--- src/rtl/tagged_regfile_pkg.sv ---
`default_nettype none
// ============================================================================
//  Module      : tagged_regfile_pkg
//  Description : Shared widths, address-width helper, read-entry field
//                offsets and entry struct for the tagged register file.
//                Entry layout on the read bus, MSB to LSB: {data, busy, tag}.
//  Revision    : 1.0 - initial parametrised release
// ============================================================================
package tagged_regfile_pkg;

    localparam int C_DATA_W = 16;
    localparam int C_TAG_W  = 6;

    // Register address width for a power-of-two register count.
    function automatic int trf_aw(input int nregs);
        return $clog2(nregs);
    endfunction

    function automatic int trf_entry_w(input int data_w, input int tag_w);
        return data_w + 1 + tag_w;
    endfunction

    function automatic int trf_tag_lsb();
        return 0;
    endfunction

    function automatic int trf_busy_bit(input int tag_w);
        return tag_w;
    endfunction

    function automatic int trf_data_lsb(input int tag_w);
        return tag_w + 1;
    endfunction

    // Entry at the default widths.
    typedef struct packed {
        logic [C_DATA_W-1:0] data;
        logic                busy;
        logic [C_TAG_W-1:0]  tag;
    } trf_entry_t;

endpackage
`default_nettype wire

--- src/rtl/trf_bypass_mux.sv ---
`default_nettype none
// ============================================================================
//  Module      : trf_bypass_mux
//  Description : Per-read-port output stage. Takes the registered read
//                address and the stored entry, and forwards a same-cycle
//                writeback whose register and tag both match (lowest
//                writeback port wins). The stored tag is always passed on.
//  Ports       : addr      - registered read address
//                st_*      - stored data / busy / tag of that register
//                wb_*      - writeback buses (same layout as the top level)
//                entry     - final {data, busy, tag}
//  Revision    : 1.0 - initial parametrised release
// ============================================================================
module trf_bypass_mux
    import tagged_regfile_pkg::*;
#(
    parameter int AW       = 3,
    parameter int DATA_W   = C_DATA_W,
    parameter int TAG_W    = C_TAG_W,
    parameter int NWB      = 3,
    parameter int ZERO_REG = 0,
    parameter int BYPASS   = 1,
    localparam int C_EW    = trf_entry_w(DATA_W, TAG_W)
) (
    input  logic [AW-1:0]         addr,
    input  logic [DATA_W-1:0]     st_data,
    input  logic                  st_busy,
    input  logic [TAG_W-1:0]      st_tag,
    input  logic [NWB-1:0]        wb_en,
    input  logic [NWB*AW-1:0]     wb_reg,
    input  logic [NWB*DATA_W-1:0] wb_data,
    input  logic [NWB*TAG_W-1:0]  wb_tag,
    output logic [C_EW-1:0]       entry
);

    localparam int C_TAG_LSB  = trf_tag_lsb();
    localparam int C_BUSY_BIT = trf_busy_bit(TAG_W);
    localparam int C_DATA_LSB = trf_data_lsb(TAG_W);

    logic              w_is_zero;
    logic [DATA_W-1:0] w_data;
    logic              w_busy;

    assign w_is_zero = (ZERO_REG != 0) && (addr == '0);

    // Walk from the highest port down so the lowest matching port ends up
    // owning the output.
    always_comb begin
        w_data = st_data;
        w_busy = st_busy;
        for (int j = NWB - 1; j >= 0; j--) begin
            if ((BYPASS != 0) && !w_is_zero && wb_en[j] &&
                (wb_reg[j*AW +: AW] == addr) &&
                (wb_tag[j*TAG_W +: TAG_W] == st_tag)) begin
                w_data = wb_data[j*DATA_W +: DATA_W];
                w_busy = 1'b0;
            end
        end
    end

    always_comb begin
        entry = '0;
        if (!w_is_zero) begin
            entry[C_DATA_LSB +: DATA_W] = w_data;
            entry[C_BUSY_BIT]           = w_busy;
            entry[C_TAG_LSB +: TAG_W]   = st_tag;
        end
    end

endmodule
`default_nettype wire

--- src/rtl/tagged_regfile.sv ---
`default_nettype none
// ============================================================================
//  Module      : tagged_regfile
//  Description : Architectural register file with rename tags. Each register
//                holds {data, busy, tag}. Rename allocates (sets tag, busy),
//                writeback writes data and clears busy on a tag match, flush
//                clears every busy bit. Reads are registered-address with an
//                optional same-cycle writeback bypass.
//  Ports       : clk, reset (sync, active-high), flush
//                raddr/rdata     - NRD read ports, rdata = {data,busy,tag}
//                al_en/reg/tag   - NALLOC allocate ports (higher = younger)
//                wb_en/reg/data/tag - NWB writeback ports
//                busy_vec        - registered busy bit of every register
//  Revision    : 1.0 - initial parametrised release
// ============================================================================
module tagged_regfile
    import tagged_regfile_pkg::*;
#(
    parameter int NREGS    = 8,
    parameter int DATA_W   = C_DATA_W,
    parameter int TAG_W    = C_TAG_W,
    parameter int NRD      = 8,
    parameter int NALLOC   = 4,
    parameter int NWB      = 3,
    parameter int ZERO_REG = 0,
    parameter int BYPASS   = 1,
    localparam int C_AW    = trf_aw(NREGS),
    localparam int C_EW    = trf_entry_w(DATA_W, TAG_W)
) (
    input  logic                  clk,
    input  logic                  reset,
    input  logic                  flush,
    input  logic [NRD*C_AW-1:0]   raddr,
    output logic [NRD*C_EW-1:0]   rdata,
    input  logic [NALLOC-1:0]     al_en,
    input  logic [NALLOC*C_AW-1:0] al_reg,
    input  logic [NALLOC*TAG_W-1:0] al_tag,
    input  logic [NWB-1:0]        wb_en,
    input  logic [NWB*C_AW-1:0]   wb_reg,
    input  logic [NWB*DATA_W-1:0] wb_data,
    input  logic [NWB*TAG_W-1:0]  wb_tag,
    output logic [NREGS-1:0]      busy_vec
);

    logic [DATA_W-1:0]   r_data [NREGS];
    logic [TAG_W-1:0]    r_tag  [NREGS];
    logic [NREGS-1:0]    r_busy;
    logic [NRD*C_AW-1:0] r_raddr;

    // Register 0 is read-only when it is the hardwired zero register.
    function automatic logic writable(input logic [C_AW-1:0] a);
        return !((ZERO_REG != 0) && (a == '0));
    endfunction

    // Statement order encodes same-register priority: writeback busy-clear,
    // then allocate, then flush. Later non-blocking writes override earlier
    // ones, which also makes the highest writeback / allocate port win.
    // Tag compares read r_tag, i.e. the value before this edge.
    always_ff @(posedge clk) begin
        if (reset) begin
            for (int r = 0; r < NREGS; r++) begin
                r_data[r] <= '0;
                r_tag[r]  <= '0;
            end
            r_busy  <= '0;
            r_raddr <= '0;
        end else begin
            r_raddr <= raddr;
            for (int j = 0; j < NWB; j++) begin
                if (wb_en[j] && writable(wb_reg[j*C_AW +: C_AW])) begin
                    r_data[wb_reg[j*C_AW +: C_AW]] <= wb_data[j*DATA_W +: DATA_W];
                    if (r_tag[wb_reg[j*C_AW +: C_AW]] == wb_tag[j*TAG_W +: TAG_W]) begin
                        r_busy[wb_reg[j*C_AW +: C_AW]] <= 1'b0;
                    end
                end
            end
            for (int i = 0; i < NALLOC; i++) begin
                if (al_en[i] && writable(al_reg[i*C_AW +: C_AW])) begin
                    r_tag[al_reg[i*C_AW +: C_AW]]  <= al_tag[i*TAG_W +: TAG_W];
                    r_busy[al_reg[i*C_AW +: C_AW]] <= 1'b1;
                end
            end
            if (flush) begin
                r_busy <= '0;
            end
        end
    end

    assign busy_vec = r_busy;

    generate
        for (genvar k = 0; k < NRD; k++) begin : g_rd
            trf_bypass_mux #(
                .AW       (C_AW),
                .DATA_W   (DATA_W),
                .TAG_W    (TAG_W),
                .NWB      (NWB),
                .ZERO_REG (ZERO_REG),
                .BYPASS   (BYPASS)
            ) u_mux (
                .addr    (r_raddr[k*C_AW +: C_AW]),
                .st_data (r_data[r_raddr[k*C_AW +: C_AW]]),
                .st_busy (r_busy[r_raddr[k*C_AW +: C_AW]]),
                .st_tag  (r_tag[r_raddr[k*C_AW +: C_AW]]),
                .wb_en   (wb_en),
                .wb_reg  (wb_reg),
                .wb_data (wb_data),
                .wb_tag  (wb_tag),
                .entry   (rdata[k*C_EW +: C_EW])
            );
        end
    endgenerate

endmodule
`default_nettype wire

--- config.mk ---
export PLATFORM = sky130hd
export DESIGN_NAME = tagged_regfile
export DESIGN_NICKNAME = d
export VERILOG_FILES = /design/src/rtl/tagged_regfile_pkg.sv /design/src/rtl/trf_bypass_mux.sv /design/src/rtl/tagged_regfile.sv
export SDC_FILE = /design/constraint.sdc
export NUM_CORES = 1
export LEC_CHECK = 0
export CAP_MARGIN = 20
export CELL_PAD_IN_SITES_DETAIL_PLACEMENT = 0
export CELL_PAD_IN_SITES_GLOBAL_PLACEMENT = 1
export CORE_MARGIN = 2
export CORE_UTILIZATION = 40
export DETAILED_ROUTE_END_ITERATION = 16
export PLACE_DENSITY_LB_ADDON = 0.1
export REMOVE_ABC_BUFFERS = 1
export SLEW_MARGIN = 5
export SYNTH_ARGS = -nofsm -noshare
export SYNTH_HDL_FRONTEND = slang
export SYNTH_SLANG_ARGS = --single-unit
--- constraint.sdc ---
create_clock -name clk -period 7 [get_ports clk]
set_clock_uncertainty 0.2 [all_clocks]
set_input_delay 1.4 -clock clk [delete_from_list [all_inputs] [get_ports clk]]
set_output_delay 1.4 -clock clk [all_outputs]
set_load 0.005 [all_outputs]
==> flow_results.org <==
** Floorplan
- The floorplan has 101 rows.
- The region available for standard cell placement spans 75600 um^2.
- For this design the top-level I/O count stands at 337.
- Area of the die :: 78200 um^2
- Die height :: 280 um
- Initial core utilization :: 0.402
- Die extent in x :: 280 um

** CTS
- The clock reaches the later pin of the worst-skew pair after 0.56 ns.
- In this run, CTS created clock tree buffers numbering 26.
- Number of clock sinks :: 208
- TritonCTS clock tree :: yes
- Reg clk slew, reported paths :: approximately 0.06 ns
- Cts repair resizes :: 0
- Clock root buffer master :: sky130_fd_sc_hd__clkbuf_16
- CTS built an H-tree with a depth of 1.
- Buffers from clock root to sink, at most :: 3
- For this design, the CTS-stage hold fixing added 0 buffers.

** Drt
- DRT Pass-1 Iters :: 7
- For this run, design rule violations remaining after detail routing come to 0.
- In the final routed layout, each cell accounts on average for 36.3 um.
- The first routing iteration left 4880 violations.
- Antenna Nets Post-Route :: 0
- Using the TritonRoute via totals, the vias-per-cell ratio works out to 7.15.
- After detailed routing, the total wire length is about 150 mm.
- Vias post-DR :: 29700

** Final layout
- Of the cells placed in the final design, the portion with a size suffix greater than 1 is 0.242.
- Util after Layout :: 0.466
- At the end of the flow, the number of nets in the layout was 3309.
- Relative area change from synthesis to final layout :: 15.9%
- Post-route insts no fill :: 4162
- The number of antenna diodes in the final layout is 0.

** STA
- Fin crit share :: 0.954
- The worst path needs 6.68 ns of the cycle, external delays included.
- Pins over their slew limit :: 0
- Hold violation total from the final report :: 0
- Unrepaired setup endpoints after global routing :: false
- Adding up every negative setup slack in the final design gives 0 ns.
- Headroom to the max-slew limit came out at 0.154.
- Setup violations remaining at the end of the flow were counted as 0.
- Hold WS :: between 0.5 and 0.6 ns
- Max Clk Rate :: 150 MHz
- For the pin with the worst max-slew slack, the measured transition is 1.26 ns.

** Logic synthesis
- The synthesized netlist occupies a cell area of 30400 um^2.
- Of all flip-flops after synthesis, the portion carrying an async set or reset was 0.
- By area the synthesized netlist is led by sky130_fd_sc_hd__mux4_2 (27%), sky130_fd_sc_hd__edfxtp_1 (17%), sky130_fd_sc_hd__mux2i_1 (6.6%).
- The synthesized design contains 208 register bits.
- Area share of the largest cell type after synthesis :: 0.274
- Number of enable-type register cells in the synthesized netlist :: 176
- Sequential share of the synthesized area :: 0.195
- In the synthesized netlist the dominant register cell turns out to be sky130_fd_sc_hd__edfxtp_1.
- Yosys cell types :: 69
- Most area-hungry cell type in the Yosys netlist :: sky130_fd_sc_hd__mux4_2
- Syn avg cell area :: 9.80 um^2
- Synth Instances :: 3099
- Yosys warnings :: 0

** Min path
- The worst hold path passes through 2 cells.
- In this run the worst hold path is classified as reg2reg.
- The worst hold path terminates at busy_vec[2].
- In this run the most critical hold path is launched from busy_vec[2].

** Global routing
- In the global route stage, overall resource usage came out at 0.376.
- Number of antenna violations at the first check in global routing :: 3
- First-pass GRT wire length :: ~210 mm
- For this run the aggregate overflow at the end of global routing stands at 0.
- Entering global routing, the biggest net connects 39 pins.
- Via count of the first global-routing pass :: 28500

** Status
- The run finished with clean final reports.

** Setup path
- The startpoint identified for the worst register-to-register timing path is r_tag[0][2].
- Critical path launch point type :: input pin
- The setup check on the worst reg-to-reg path leaves a slack of 3.61 ns.
- Data required time of the critical path :: 5.40 ns
- The worst setup path is captured at a primary output.
- The endpoint identified for the worst register-to-register timing path is busy_vec[2].
- Path type of the worst setup path :: in2out
- Crit path DAT :: 5.08 ns
- The worst register-to-register path has a depth of 8.
- CP max FO :: 9

** Pwr
- Combinational fraction of design power :: 0.443
- The worst-case IR drop observed on VDD is 0.196 mV.
- The share of total power dissipated in sequential elements is 0.319.
- Leakage power summed over all cells :: approximately 12 nW
- Power spread over the standard cell area amounts to 164 nW/um^2.
- Switching power :: 2.17 mW
- Of the total power, the share spent switching nets is 0.377.
- Clock network power share :: 0.238
- The internal portion of the total power is approximately 3.6 mW.
- The design draws 5.76 mW.

** Place
- Number of cells after detailed placement :: 4109
- The congestion estimate from routability-driven global placement came to 0.961.
- Once detailed placement completed, the half-perimeter wirelength came to 101 mm.
- Port-buffer cells :: ~340

** Job
- The tool flagged a number of max-cap violations equal to 0.
==> cells in the final DEF, fill, tap and decap left out, types with 10 or more instances in the layout <==
cell | netlist | final
sky130_fd_sc_hd__edfxtp_1 | 176 | 176
sky130_fd_sc_hd__mux2i_1 | 201 | 201
sky130_fd_sc_hd__nand4_1 | 44 | 44
sky130_fd_sc_hd__clkdlybuf4s50_1 | 0 | 335
sky130_fd_sc_hd__nor3_1 | 28 | 16
sky130_fd_sc_hd__o21a_1 | 33 | 33
sky130_fd_sc_hd__buf_4 | 24 | 129
sky130_fd_sc_hd__o21ai_1 | 16 | 16
sky130_fd_sc_hd__nor2b_1 | 40 | 40
sky130_fd_sc_hd__or3_1 | 10 | 10
sky130_fd_sc_hd__nor4_1 | 21 | 21
sky130_fd_sc_hd__mux4_2 | 370 | 370
sky130_fd_sc_hd__nor2_1 | 126 | 121
sky130_fd_sc_hd__dfxtp_2 | 0 | 15
sky130_fd_sc_hd__xnor2_1 | 160 | 160
sky130_fd_sc_hd__mux2_2 | 122 | 122
sky130_fd_sc_hd__xor2_1 | 65 | 65
sky130_fd_sc_hd__nand2b_1 | 19 | 19
sky130_fd_sc_hd__o211ai_1 | 40 | 40
sky130_fd_sc_hd__nor3b_1 | 12 | 12
sky130_fd_sc_hd__clkbuf_16 | 0 | 26
sky130_fd_sc_hd__nand2_1 | 317 | 316
sky130_fd_sc_hd__a21oi_1 | 71 | 71
sky130_fd_sc_hd__o21ai_0 | 305 | 305
sky130_fd_sc_hd__inv_1 | 59 | 59
sky130_fd_sc_hd__nand3_1 | 13 | 12
sky130_fd_sc_hd__o22ai_1 | 19 | 19
sky130_fd_sc_hd__a22oi_1 | 225 | 225
sky130_fd_sc_hd__a211oi_1 | 13 | 13
==> layer usage <==
| layer | track usage | share of wire | vias up | wire length (um) |
|---|---|---|---|---|
| li1 | - | - | 12000 | - |
| met1 | 0.503 | 0.38 | 14600 | 57700 |
| met2 | 0.563 | 0.43 | 2633 | 65600 |
| met3 | 0.109 | 0.13 | 503 | 20200 |
| met4 | 0.169 | 0.051 | 0 | 7780 |
| met5 | 0 | 0 | - | 0 |
==> Yosys cell counts (33+ instances only) <==
master / n
sky130_fd_sc_hd__a21oi_1: 71
sky130_fd_sc_hd__buf_1: 98
sky130_fd_sc_hd__mux4_2: 370
sky130_fd_sc_hd__nand2_1: 317
sky130_fd_sc_hd__o21a_1: 33
sky130_fd_sc_hd__nand4_1: 44
sky130_fd_sc_hd__buf_2: 62
sky130_fd_sc_hd__edfxtp_1: 176
sky130_fd_sc_hd__o21ai_0: 305
sky130_fd_sc_hd__a22oi_1: 225
sky130_fd_sc_hd__inv_1: 59
sky130_fd_sc_hd__nor2b_1: 40
sky130_fd_sc_hd__xor2_1: 65
sky130_fd_sc_hd__xnor2_1: 160
sky130_fd_sc_hd__nor2_1: 126
sky130_fd_sc_hd__mux2_2: 122
sky130_fd_sc_hd__clkbuf_1: 243
sky130_fd_sc_hd__mux2i_1: 201
sky130_fd_sc_hd__o211ai_1: 40
==> registers in the layout, summed over array words and instances (netlist names) <==
name	flops
busy_vec	8
r_tag	48
r_raddr	24
r_data	128
==> power groups by stage <==
stage	Combinational (mW)	Clock, mW	Sequential (mW)
2_1_floorplan	1.36	0	1.73
3_3_place_gp	2.49	0	1.82
3_5_place_dp	2.50	0	1.84
4_1_cts	2.52	1.38	1.81
5_1_grt	2.68	1.42	1.85
6_report	2.55	1.37	1.84
==> per-stage QoR <==
step / instance area, um^2 / setup WS, ns
2_1_floorplan: 28500 / 0.203
3_3_place_gp: 34300 / 0.515
3_5_place_dp: 34300 / 0.429
4_1_cts: 35200 / 0.266
5_1_grt: 35200 / 0.209
6_report: 35200 / 0.322
==> cell type report <==
cell class              instances  area [um^2]
flip-flops and latches        208         5980
clock inverters                17          174
fillers                      7133        40300
repair buffers                475         4440
clock buffers                  31          669
multi-input cells            2391        22500
inverters                      62          233
well taps                     978         1220
==> how the worst max path moves through the flow <==
stage                     start    endpoint
global route          wb_reg[5]  rdata[100]
detailed placement    wb_reg[5]  rdata[103]
floorplan            r_raddr[3]   rdata[30]
global placement      wb_reg[5]  rdata[102]
CTS                 r_raddr[12]  rdata[103]
finish                wb_reg[5]  rdata[100]
==> cells by family after synthesis <==
logic type | synth area share
xor+xnor | 0.0649
flops | 0.195
compound gates | 0.155
simple gates | 0.108
mux | 0.406
buf+inv | 0.0706
==> timing repair <==
action,in CTS,in global routing
setup buffers,0,1
endpoints found under the setup margin,0,13
hold endpoints to repair,0,0
==> critical path, cell delays in order <==
cell	delay (ns)
sky130_fd_sc_hd__clkdlybuf4s50_1	0.86
sky130_fd_sc_hd__xnor2_1	0.18
sky130_fd_sc_hd__nand4_1	0.12
sky130_fd_sc_hd__nor4_1	0.33
sky130_fd_sc_hd__buf_4	0.17
sky130_fd_sc_hd__nand4_1	0.21
sky130_fd_sc_hd__nor2_2	0.71
sky130_fd_sc_hd__buf_4	0.28
sky130_fd_sc_hd__a22oi_1	0.06
sky130_fd_sc_hd__o21ai_0	0.17
sky130_fd_sc_hd__clkdlybuf4s50_1	0.56
Note: power is estimated with default switching activity, not from simulation.
